<file path="src/rtl/ctl_sequencer.sv">
// Multi-cycle control sequencer: fetches an instruction word into an IR and steps through
// BOOT/FETCH/DECODE/EXEC/MEM/WB, producing datapath strobes and a retired-instruction count.
module ctl_sequencer #(
  parameter int unsigned RET_W = 32
) (
  input  logic             clk,
  input  logic             rst_n,
  input  logic             run,
  input  logic [31:0]      ins,
  input  logic             zero,
  output logic             INT,
  output logic             pc_we,
  output logic             ir_we,
  output logic             RegWrite,
  output logic             ALUSrc,
  output logic [2:0]       op,
  output logic             MemRead,
  output logic             MemWrite,
  output logic             Mem2Reg,
  output logic             isBranch,
  output logic             isJump,
  output logic             halt,
  output logic [RET_W-1:0] retired
);

  typedef enum logic [2:0] {
    StBoot, StFetch, StDecode, StExec, StMem, StWb, StHalt
  } state_t;

  localparam logic [2:0] OpAnd = 3'b000;
  localparam logic [2:0] OpOr  = 3'b001;
  localparam logic [2:0] OpAdd = 3'b010;
  localparam logic [2:0] OpSub = 3'b110;

  state_t           state_q, state_d;
  logic [31:0]      ir_q;
  logic [RET_W-1:0] retired_q;

  logic is_r, is_i, is_lw, is_sw, is_beq, is_jal, legal;
  logic [2:0] alu_op;
  logic       alu_src;

  // PC selection by zero happens in the datapath; isBranch is unconditional here.
  logic unused_in;
  assign unused_in = ^{zero, ir_q[31], ir_q[29:15], ir_q[11:7]};

  always_comb begin
    is_r   = (ir_q[6:0] == 7'h33);
    is_i   = (ir_q[6:0] == 7'h13);
    is_lw  = (ir_q[6:0] == 7'h03);
    is_sw  = (ir_q[6:0] == 7'h23);
    is_beq = (ir_q[6:0] == 7'h63);
    is_jal = (ir_q[6:0] == 7'h6F);
    legal  = is_r | is_i | is_lw | is_sw | is_beq | is_jal;

    alu_op = OpAdd;
    if (is_beq) begin
      alu_op = OpSub;
    end else if (is_r) begin
      case (ir_q[14:12])
        3'b110:  alu_op = OpOr;
        3'b111:  alu_op = OpAnd;
        3'b000:  alu_op = ir_q[30] ? OpSub : OpAdd;
        default: alu_op = OpAdd;
      endcase
    end
    alu_src = is_i | is_lw | is_sw;
  end

  always_comb begin
    state_d = state_q;
    unique case (state_q)
      StBoot:   state_d = StFetch;
      StFetch:  state_d = run ? StDecode : StFetch;
      StDecode: state_d = legal ? StExec : StHalt;
      StExec: begin
        if (is_r || is_i)        state_d = StWb;
        else if (is_lw || is_sw) state_d = StMem;
        else                     state_d = StFetch;
      end
      StMem:    state_d = is_lw ? StWb : StFetch;
      StWb:     state_d = StFetch;
      StHalt:   state_d = StHalt;
      default:  state_d = StBoot;
    endcase
  end

  always_comb begin
    INT      = 1'b0;
    pc_we    = 1'b0;
    ir_we    = 1'b0;
    RegWrite = 1'b0;
    ALUSrc   = 1'b0;
    op       = OpAnd;
    MemRead  = 1'b0;
    MemWrite = 1'b0;
    Mem2Reg  = 1'b0;
    isBranch = 1'b0;
    isJump   = 1'b0;
    halt     = 1'b0;
    unique case (state_q)
      StBoot: begin
        INT   = 1'b1;
        pc_we = 1'b1;
      end
      StFetch: ir_we = run;
      StExec: begin
        ALUSrc   = alu_src;
        op       = alu_op;
        pc_we    = is_beq | is_jal;
        isBranch = is_beq;
        isJump   = is_jal;
      end
      StMem: begin
        ALUSrc   = alu_src;
        op       = alu_op;
        MemRead  = is_lw;
        MemWrite = is_sw;
        pc_we    = is_sw;
      end
      StWb: begin
        ALUSrc   = alu_src;
        op       = alu_op;
        MemRead  = is_lw;
        Mem2Reg  = is_lw;
        RegWrite = 1'b1;
        pc_we    = 1'b1;
      end
      StHalt:  halt = 1'b1;
      default: ;
    endcase
    // Reset wins combinationally so an aborted instruction never fires a strobe.
    if (!rst_n) begin
      INT      = 1'b0;
      pc_we    = 1'b0;
      ir_we    = 1'b0;
      RegWrite = 1'b0;
      ALUSrc   = 1'b0;
      op       = OpAnd;
      MemRead  = 1'b0;
      MemWrite = 1'b0;
      Mem2Reg  = 1'b0;
      isBranch = 1'b0;
      isJump   = 1'b0;
      halt     = 1'b0;
    end
  end

  assign retired = rst_n ? retired_q : '0;

  always_ff @(posedge clk) begin
    if (!rst_n) begin
      state_q   <= StBoot;
      ir_q      <= '0;
      retired_q <= '0;
    end else begin
      state_q <= state_d;
      if (state_q == StFetch && run) ir_q <= ins;
      if (pc_we && state_q != StBoot) retired_q <= retired_q + RET_W'(1);
    end
  end

endmodule

</file>
<file path="config.mk">
export PLATFORM = sky130hd
export DESIGN_NAME = ctl_sequencer
export DESIGN_NICKNAME = d
export VERILOG_FILES = /design/src/rtl/ctl_sequencer.sv
export SDC_FILE = /design/constraint.sdc
export NUM_CORES = 1
export LEC_CHECK = 0
export ABC_AREA = 1
export CAP_MARGIN = 20
export CELL_PAD_IN_SITES_DETAIL_PLACEMENT = 1
export CELL_PAD_IN_SITES_GLOBAL_PLACEMENT = 2
export CORE_UTILIZATION = 26
export DETAILED_ROUTE_END_ITERATION = 12
export PLACE_DENSITY_LB_ADDON = 0.1
export RECOVER_POWER = 50
export SYNTH_ARGS = -nofsm -noshare
export SYNTH_HDL_FRONTEND = slang
export SYNTH_SLANG_ARGS = --single-unit
</file>
<file path="constraint.sdc">
create_clock -name clk -period 2.9 [get_ports clk]
set_input_delay 0.29 -clock clk [delete_from_list [all_inputs] [get_ports clk]]
set_output_delay 0.29 -clock clk [all_outputs]
set_load 0.01 [all_outputs]
</file>
==> reports/qor.csv, run 1 <==
metric,value,unit
P&R area growth vs syn,27.7,%
R2R Path Start,retired_q[0],
DRT antenna net count,0,
Startpoint Class,flop,
die area,0.0117,mm²
reg-to-reg critical path endpoint,retired_q[12],
Netlist cell types,31,
Register-to-Register Path Depth,7,
max_cap viols,0,
GRT overflow,0,
Worst VDD drop,0.000251,V
Post-Syn Instances,483,
setup violators final,0,
antenna violations before repair,0,
number of global-route vias before repair,3291,
hold crit path type,input port to flop,
Die Height,108,µm
post-CTS setup buffers,0,
first-pass GRT wire length,15.8,mm
initial DRC count,68,
placed cell area,0.00364,mm²
fin crit share,83.2,%
hold path start,rst_n,
pin count of the biggest net entering global routing,36,
HPWL Detailed,6.89,mm
cts hold-fix bufs,0,
Total Nets Final,575,
worst-margin pin slew,0.709,ns
ant diodes,0,
IO Pins,82,
DRC Markers,0,
final setup skew,0.00446,ns
GRT Overall Usage,17.4,%
Tmin final,2.41,ns
fin area,0.00375,mm²
DRT Wirelength,9.13,mm
"leading cell type in the layout, fill and taps excluded",nand2_1,
P_leak,0.00163,µW
yosys synthesis warning count,0,
Worst-Skew Late Latency,0.30,ns
fmax,414,MHz
flop2flop setup slack,0.82,ns
"top cells by area, synth","dfxtp_1 31%, nand2_1 17%, nor2_1 11%",
TritonCTS Buffers,5,
Yosys top cell area share,31.3,%
Synth area leader,dfxtp_1,
Crit. End Element,output port,
Hold Crit Endpoint,ir_q[13],
Vias/cell,4.61,
Port Buf Inserts,59,
"Clk pin slew, worst setup/hold paths",0.06,ns
Fin Setup TNS,0,ns
Post-Synthesis Net Count,520,
CTS tree,yes,
via count,3123,
share of the yosys chip area belonging to registers,31.3,%
FP Rows,38,
RSZ-0062 raised after global routing,false,
Setup CP Type,flop to output port,
synthesized cell area,0.00294,mm²
slew margin rel.,52.7,%
starting density of the core,26.9,%
result of the run,"finished, final reports clean",
Max H-tree Level,2,
critical path data arrival time,2.12,ns
share of post-route cells with drive strength above 1,6.51,%
Hold Crit Depth,3,
Mapped Avg Cell Area,6.09,µm²
Final Max Tran Viols,0,
clock sinks,46,
final hold vios,0,
PwrDens,381,mW/mm²
root buf cell,clkbuf_16,
CP Max Fanout,8,
cells resized by post-CTS repair,0,
Die Width,108,µm
routability cong.,0.740,
DRT Pass-1 Iters,4,
data required time at the worst endpoint,2.61,ns
Routed WL per cell,13.5,µm
clk buf depth,2,
most frequent cells in the layout,"135 x nand2_1, 88 x nor2_1, 60 x inv_1, 46 x dfxtp_1, 32 x clkdlybuf4s50_1",
Synth Register Bits,46,
core box area,0.0109,mm²
## kinds of logic (layout without fill, tap and decap cells)
group	count (synthesis)	in the layout	share of synthesized area (%)
flip-flops	46	46	31.3
buffers and inverters	81	136	11.6
AND/OR/NAND/NOR	304	304	45.9
AO/OA/AOI/OAI	40	40	7.49
XOR/XNOR	11	11	3.28
adder cells (fa/ha/maj)	1	1	0.425
## final cells by class
class / instances / area [µm²]
Timing Repair Buffer: 65 / 623
Inverter: 64 / 240
Multi-Input combinational cell: 356 / 1660
Clock buffer: 7 / 133
Fill cell: 1452 / 7180
Tap cell: 140 / 175
Sequential cell: 46 / 921
## cells in the mapped netlist
master	count
inv_2	4
or2_2	1
nand2_1	134
a31oi_1	4
o21bai_1	1
nor2_1	87
clkbuf_1	5
nand2_4	1
nor4_1	2
ha_1	1
inv_1	60
and3_1	1
nand4_1	12
a21oi_1	18
nand2_2	4
nor2_2	6
o21ai_0	15
buf_4	2
nand3b_1	3
nor3_1	12
dfxtp_1	46
o22ai_1	1
nor3_2	5
a21oi_4	1
xnor2_1	2
nor2_4	2
nand3_2	4
nand3_1	30
buf_1	6
xor2_1	9
buf_6	4
## worst max-delay path, stage by stage, from the launching register on
cell and delay, ns:
dfxtp_1 0.33, nand2_1 0.09, inv_1 0.07, nand3_1 0.21, nor2_2 0.22, nor2_4 0.06, a21oi_4 0.25, clkdlybuf4s50_1 0.59
## registers in the layout, summed over array words and instances, names as in the netlist
register and count:
state_q 3, ir_q 11, retired_q 32
## metal layers
metal | wire length, µm | share of wire (%) | vias to the layer above | track usage, %
met4 | 163 | 1.8 | 0 | 5.60
met2 | 4360 | 48 | 44 | 30.3
met3 | 288 | 3.2 | 11 | 4.34
met5 | 0 | 0 | - | 0
li1 | - | - | 1616 | -
met1 | 4320 | 47 | 1452 | 20.8
## how the worst max path moves through the flow
stage,startpoint,end,slack (ns),cells past startpoint
6_report,ir_q[1],pc_we,0.49,7
5_1_grt,ir_q[0],pc_we,0.33,7
4_1_cts,state_q[0],pc_we,0.47,6
3_5_place_dp,rst_n,op[0],0.76,7
3_3_place_gp,rst_n,op[0],0.73,7
2_1_floorplan,state_q[2],op[0],1.36,8
## per-stage QoR
stage	worst slack, ns	hold WS (ns)	utilization (%)	instances	total power [µW]
3_3_place_gp	0.735	0.468	33.3	671	874
4_1_cts	0.471	0.310	34.5	678	1470
2_1_floorplan	1.36	0.455	-	483	816
3_5_place_dp	0.762	0.477	33.3	671	877
6_report	0.487	0.422	34.3	678	1430
5_1_grt	0.330	0.457	34.3	678	1510
## power breakdown
part / internal (µW) / switching (µW) / total [µW]
sequential: 651 / 17.7 / 669
clock: 316 / 257 / 573
combinational: 62.1 / 125 / 187
total: 1030 / 399 / 1430
No activity file was read; power rests on OpenSTA's default activity.
==> run 2: changes to the inputs <==
- CORE_UTILIZATION: 26 -> 24
- clock period: 2.9 -> 2.4 ns (I/O delays scaled with it)
==> reports/qor.csv, run 2 (synthesis gave the netlist of run 1 again) <==
metric,value,unit,change
result of the run,"finished, final reports clean",,
Final Max Tran Viols,0,,unchanged
clk buf depth,2,,unchanged
Setup CP Type,flop to output port,,
first-pass GRT wire length,15.6,mm,-1.0%
routability cong.,0.789,,+6.6%
Total Nets Final,578,,+0.52%
PwrDens,519,mW/mm²,+36%
Register-to-Register Path Depth,7,,unchanged
Layout fillers,1544,,+6.3%
fin crit share,94.1,%,
share of post-route cells with drive strength above 1,7.38,%,+0.87 points
Tot Pwr,2000,µW,+40%
die area,0.0127,mm²,+8.2%
number of global-route vias before repair,3123,,-5.1%
Hold Crit Depth,3,,unchanged
FP Rows,40,,+5.3%
Die Height,113,µm,+4.0%
"Cell Count, Final, Fillers Out",689,,+1.6%
Startpoint Class,flop,,
root buf cell,clkbuf_16,,
core box area,0.0120,mm²,+9.4%
antenna violations before repair,0,,unchanged
P&R area growth vs syn,30.9,%,
max_cap viols,0,,unchanged
Post-Place Cells,678,,+1.0%
final setup skew,0.00909,ns,+0.00464 ns
hold path start,rst_n,,
Max H-tree Level,2,,unchanged
slew margin rel.,52.9,%,+0.17 points
Net Sw Power,506,µW,+27%
Biggest register,retired_q,,
DRC Markers,0,,unchanged
WHS,0.420,ns,-0.00226 ns
DRT antenna net count,0,,unchanged
IO Pins,82,,unchanged
via count,3109,,-0.45%
Worst-Skew Late Latency,0.30,ns,about the same
GRT Overall Usage,15.6,%,-1.8 points
R2R Path Start,retired_q[0],,
CP Max Fanout,5,,-3
Routed WL per cell,13.5,µm,+0.31%
Fin Setup TNS,0,ns,unchanged
initial DRC count,112,,+65%
Tmin final,2.26,ns,
GRT overflow,0,,unchanged
TritonCTS Buffers,5,,unchanged
P_leak,0.00166,µW,+1.5%
Clock power frac,48.0,%,+7.9 points
area of the multi-input gates,0.00166,mm²,-0.15%
ant diodes,0,,unchanged
DRT Pass-1 Iters,4,,unchanged
CTS tree,yes,,
Combinational Power Share,11.6,%,-1.5 points
"leading cell type in the layout, fill and taps excluded",nand2_1,,
Crit. End Element,output port,,
starting density of the core,24.6,%,-2.3 points
Port Buf Inserts,59,,unchanged
Sw Ratio,25.3,%,-2.6 points
worst-margin pin slew,0.707,ns,-0.00256 ns
crit path from,state_q[0],,
max reg flops,32,,unchanged
Reg area,922,µm²,+0.14%
Cell Int Power,1490,µW,+45%
Hold Crit Endpoint,ir_q[0],,
fmax,443,MHz,
critical path data arrival time,2.02,ns,-0.10 ns
HPWL Detailed,7.03,mm,+1.9%
top flop regs,"retired_q: 32 flops, ir_q: 11 flops, state_q: 3 flops",,
most frequent cells in the layout,"135 x nand2_1, 89 x nor2_1, 61 x inv_1, 45 x dfxtp_1, 38 x clkdlybuf4s50_1",,
"Clk pin slew, worst setup/hold paths",0.07,ns,about the same
hold crit path type,input port to flop,,
Vias/cell,4.51,,-2.0%
final hold vios,0,,unchanged
clock sinks,46,,unchanged
flop2flop setup slack,0.25,ns,-0.57 ns
RSZ-0062 raised after global routing,false,,
Die Width,113,µm,+4.0%
sequential share of power,40.4,%,-6.4 points
setup violators final,0,,unchanged
reg-to-reg critical path endpoint,retired_q[12],,
pin count of the biggest net entering global routing,36,,unchanged
data required time at the worst endpoint,2.16,ns,-0.45 ns
Worst VDD drop,0.000213,V,-15%
DRT Wirelength,9.31,mm,+1.9%
[run 2: changes by cell type in the layout (fill, tap and decap cells not counted), moves of 2 or more]
cell             change
bufinv_16            +2
dlygate4sd3_1        -7
buf_4                +2
clkdlybuf4s50_1      +6
[run 2: how the worst max path moves through the flow]
stage | cells past startpoint | end | slack [ns]
6_report | 6 | pc_we | 0.14
2_1_floorplan | 7 | retired_q[12] | 0.91
4_1_cts | 6 | pc_we | 0.04
5_1_grt | 7 | Mem2Reg | 0.0006
3_5_place_dp | 8 | op[0] | 0.35
3_3_place_gp | 8 | op[0] | 0.28
[run 2: area by class of cell]
class,count,share of cell area [%]
multi-input combinational,356,43.1
inverter,64,6.24
sequential,46,24.0
clock buffer,6,3.61
clock inverter,2,1.56
timing repair buffer,68,16.7
tap,147,4.78
[run 2: what timing repair did]
item                                    CTS  global route
pin swaps                                 0             1
endpoints found under the setup margin    1             2
gates resized for setup                   1             1
hold buffers                              0             0
buffers inserted                          0             3
[run 2: critical path, stage by stage (launching register included)]
cell             delay (ns)
dfxtp_1                0.36
nor2_2                 0.17
nand3_1                0.16
nor2_2                 0.11
nor2_1                 0.10
a21oi_4                0.24
clkdlybuf4s50_1        0.57
[run 2: power groups by stage]
stage               combinational [µW]  clock (µW)  sequential, µW
floorplan                          166           0             820
global placement                   236           0             825
detailed placement                 238           0             826
CTS                                238         996             808
global route                       263        1020             812
finish                             232         959             808
[run 2: stage by stage]
step | utilization, % | area (µm²) | setup slack [ns]
6_report | 32.2 | 3850 | 0.142
5_1_grt | 32.2 | 3850 | 0.000563
4_1_cts | 32.2 | 3850 | 0.0431
3_5_place_dp | 30.5 | 3650 | 0.353
3_3_place_gp | 30.5 | 3650 | 0.282
2_1_floorplan | - | 2940 | 0.909
[run 2: per-layer routing]
metal	wire, µm	up-vias	GRT usage [%]	share of wire (%)
met5	0	-	0	0
met4	96	0	4.27	1.0
met3	275	8	2.81	3.0
met2	4490	46	27.2	48
met1	4450	1433	19.6	48
li1	-	1622	-	-
==> run 3: changes to the inputs <==
- ABC_AREA: 1 -> not set
- CORE_UTILIZATION: 24 -> 26
- CTS_CLUSTER_SIZE: not set -> 16
==> reports/qor.csv, run 3 <==
metric,value,unit,change
fmax,438,MHz,-1.1%
Total Nets Final,447,,-23%
Post-Place Cells,535,,-21%
Synth Register Bits,46,,unchanged
P&R area growth vs syn,38.3,%,
data required time at the worst endpoint,2.16,ns,about the same
Max H-tree Level,2,,unchanged
HPWL Detailed,6.00,mm,-15%
clock sinks,46,,unchanged
Worst VDD drop,0.000210,V,-1.7%
worst-margin pin slew,1.00,ns,+0.296 ns
initial DRC count,98,,-13%
Worst-Skew Late Latency,0.31,ns,about the same
"top cells by area, synth","dfxtp_1 35%, and2_1 7.3%, a21oi_1 6.8%",,
setup violators final,0,,unchanged
yosys synthesis warning count,0,,unchanged
ant diodes,0,,unchanged
synthesized cell area,0.00265,mm²,-9.7%
IO Pins,82,,unchanged
RSZ-0062 raised after global routing,true,,
"Cell Count, Final, Fillers Out",544,,-21%
first-pass GRT wire length,13.4,mm,-15%
final core occ,37.4,%,+5.2 points
root buf cell,clkbuf_8,,
main flop type after synthesis,dfxtp_1,,
GRT overflow,0,,unchanged
Synth area leader,dfxtp_1,,
Tmin final,2.28,ns,+0.0248 ns
DRT antenna net count,0,,unchanged
final hold vios,0,,unchanged
DRT Pass-1 Iters,4,,unchanged
Biggest register,retired_q,,
GRT Overall Usage,16.2,%,+0.67 points
Port Buf Inserts,59,,unchanged
CTS tree,yes,,
top flop regs,"retired_q: 32 flops, ir_q: 11 flops, state_q: 3 flops",,
share of post-route cells with drive strength above 1,14.4,%,+7.0 points
Startpoint Class,flop,,
Synth top cells by count,"46 x dfxtp_1, 40 x nand2_1, 36 x a21oi_1",,
share of the yosys chip area belonging to registers,34.7,%,+3.4 points
critical path data arrival time,2.04,ns,+0.02 ns
share of flip-flops with an asynchronous set or reset,0,%,unchanged
routability cong.,0.744,,-5.7%
FP Rows,36,,-10%
via count,2737,,-12%
Crit. End Element,output port,,
Vias/cell,5.03,,+11%
"leading cell type in the layout, fill and taps excluded",clkdlybuf4s50_1,,
max reg flops,32,,unchanged
DRT Wirelength,8.08,mm,-13%
Setup CP Type,flop to output port,,
Post-Syn Instances,343,,-29%
CP Max Fanout,6,,+1
die area,0.0106,mm²,-16%
pin count of the biggest net entering global routing,26,,-28%
worst setup margin,0.117,ns,-0.0248 ns
TritonCTS Buffers,5,,unchanged
Routed WL per cell,14.9,µm,+9.9%
Setup WS pre-CTS,0.0719,ns,-0.282 ns
clk buf depth,2,,unchanged
PwrDens,438,mW/mm²,-16%
max_cap viols,0,,unchanged
Die Width,103,µm,-8.6%
antenna violations before repair,0,,unchanged
number of global-route vias before repair,2685,,-14%
"Clk pin slew, worst setup/hold paths",0.09,ns,+0.02 ns
most frequent cells in the layout,"52 x clkdlybuf4s50_1, 41 x dfxtp_1, 40 x nand2_1, 36 x a21oi_1, 31 x and2_1",,
Die Height,103,µm,-8.6%
final setup skew,0.00950,ns,+0.000406 ns
result of the run,"finished, final reports clean",,
hold crit path type,input port to flop,,
"count leader, synth",dfxtp_1,,
WHS,0.458,ns,+0.0376 ns
P_leak,0.00124,µW,-25%
Mapped Avg Cell Area,7.74,µm²,+27%
core box area,0.00982,mm²,-18%
"EDFF count, synth",0,,unchanged
Post-Synthesis Net Count,380,,-27%
fin crit share,95.1,%,+1.0 points
starting density of the core,27.0,%,+2.4 points
slew margin rel.,33.2,%,-20 points
Yosys top cell area share,34.7,%,+3.4 points
Final Max Tran Viols,0,,unchanged
Netlist cell types,42,,+35%
DRC Markers,0,,unchanged
## run 3: path summary, 6_finish.rpt
kind	from	endpoint	slack, ns	depth (start not counted)
worst min-delay path	ins[4]	ir_q[4]	0.46	3
worst max register to register	ir_q[2]	retired_q[24]	0.14	6
worst min register to register	ir_q[30]	ir_q[30]	0.46	2
worst max-delay path	state_q[0]	op[1]	0.12	6
## run 3: critical path, stage by stage (launching register included)
cell and delay, ns:
dfxtp_2 0.36, nor2b_2 0.19, nor3_2 0.23, a21o_1 0.12
nand2_1 0.14, nor2_2 0.15, clkdlybuf4s50_1 0.56
## run 3: layout make-up
type                       count  area (µm²)
clock inverter                 1        30.0
sequential                    46         927
timing repair buffer          85         806
fill                        1206        6150
inverter                       6        22.5
clock buffer                   7        76.3
tap                          133         166
multi-input combinational    266        1640
## run 3: power breakdown
part / internal (µW) / switching [µW]
Clock: 312 / 286
Sequential: 780 / 18.9
Combinational: 99.6 / 110
Total: 1190 / 415
## run 3: cell families after synthesis
family / share of synthesized area, %
and+or+nand+nor: 38.6
AOI/OAI and AO/OA: 17.3
DFF: 34.7
buffers and inverters: 5.52
muxes: 2.50
xor gates and xnor gates: 0.990
adders and majority gates: 0.471
## run 3: metal layers
layer / vias to the layer above / GRT usage [%] / share of wire [%] / wire, µm
met2: 44 / 26.3 / 44 / 3530
met1: 1306 / 22.2 / 52 / 4220
met3: 6 / 3.19 / 3.1 / 251
met4: 0 / 3.90 / 1.0 / 82
li1: 1381 / - / - / -
met5: - / 0 / 0 / 0
## run 3: metrics by stage
stage / cell area (µm²) / total power (µW) / setup TNS (ns)
after floorplan: 2650 / 916 / 0
after global placement: 3500 / 1020 / 0
after detailed placement: 3500 / 1020 / 0
after CTS: 3660 / 1630 / 0
after global routing: 3670 / 1680 / -0.0319
final: 3670 / 1610 / 0
## run 3: timing repair
action	CTS	global route
hold buffers	0	0
setup endpoints to repair	8	9
endpoints found under the hold margin	0	0
resized for setup	19	5
pin swaps	2	3
buffers inserted	1	0
gates cloned	0	0
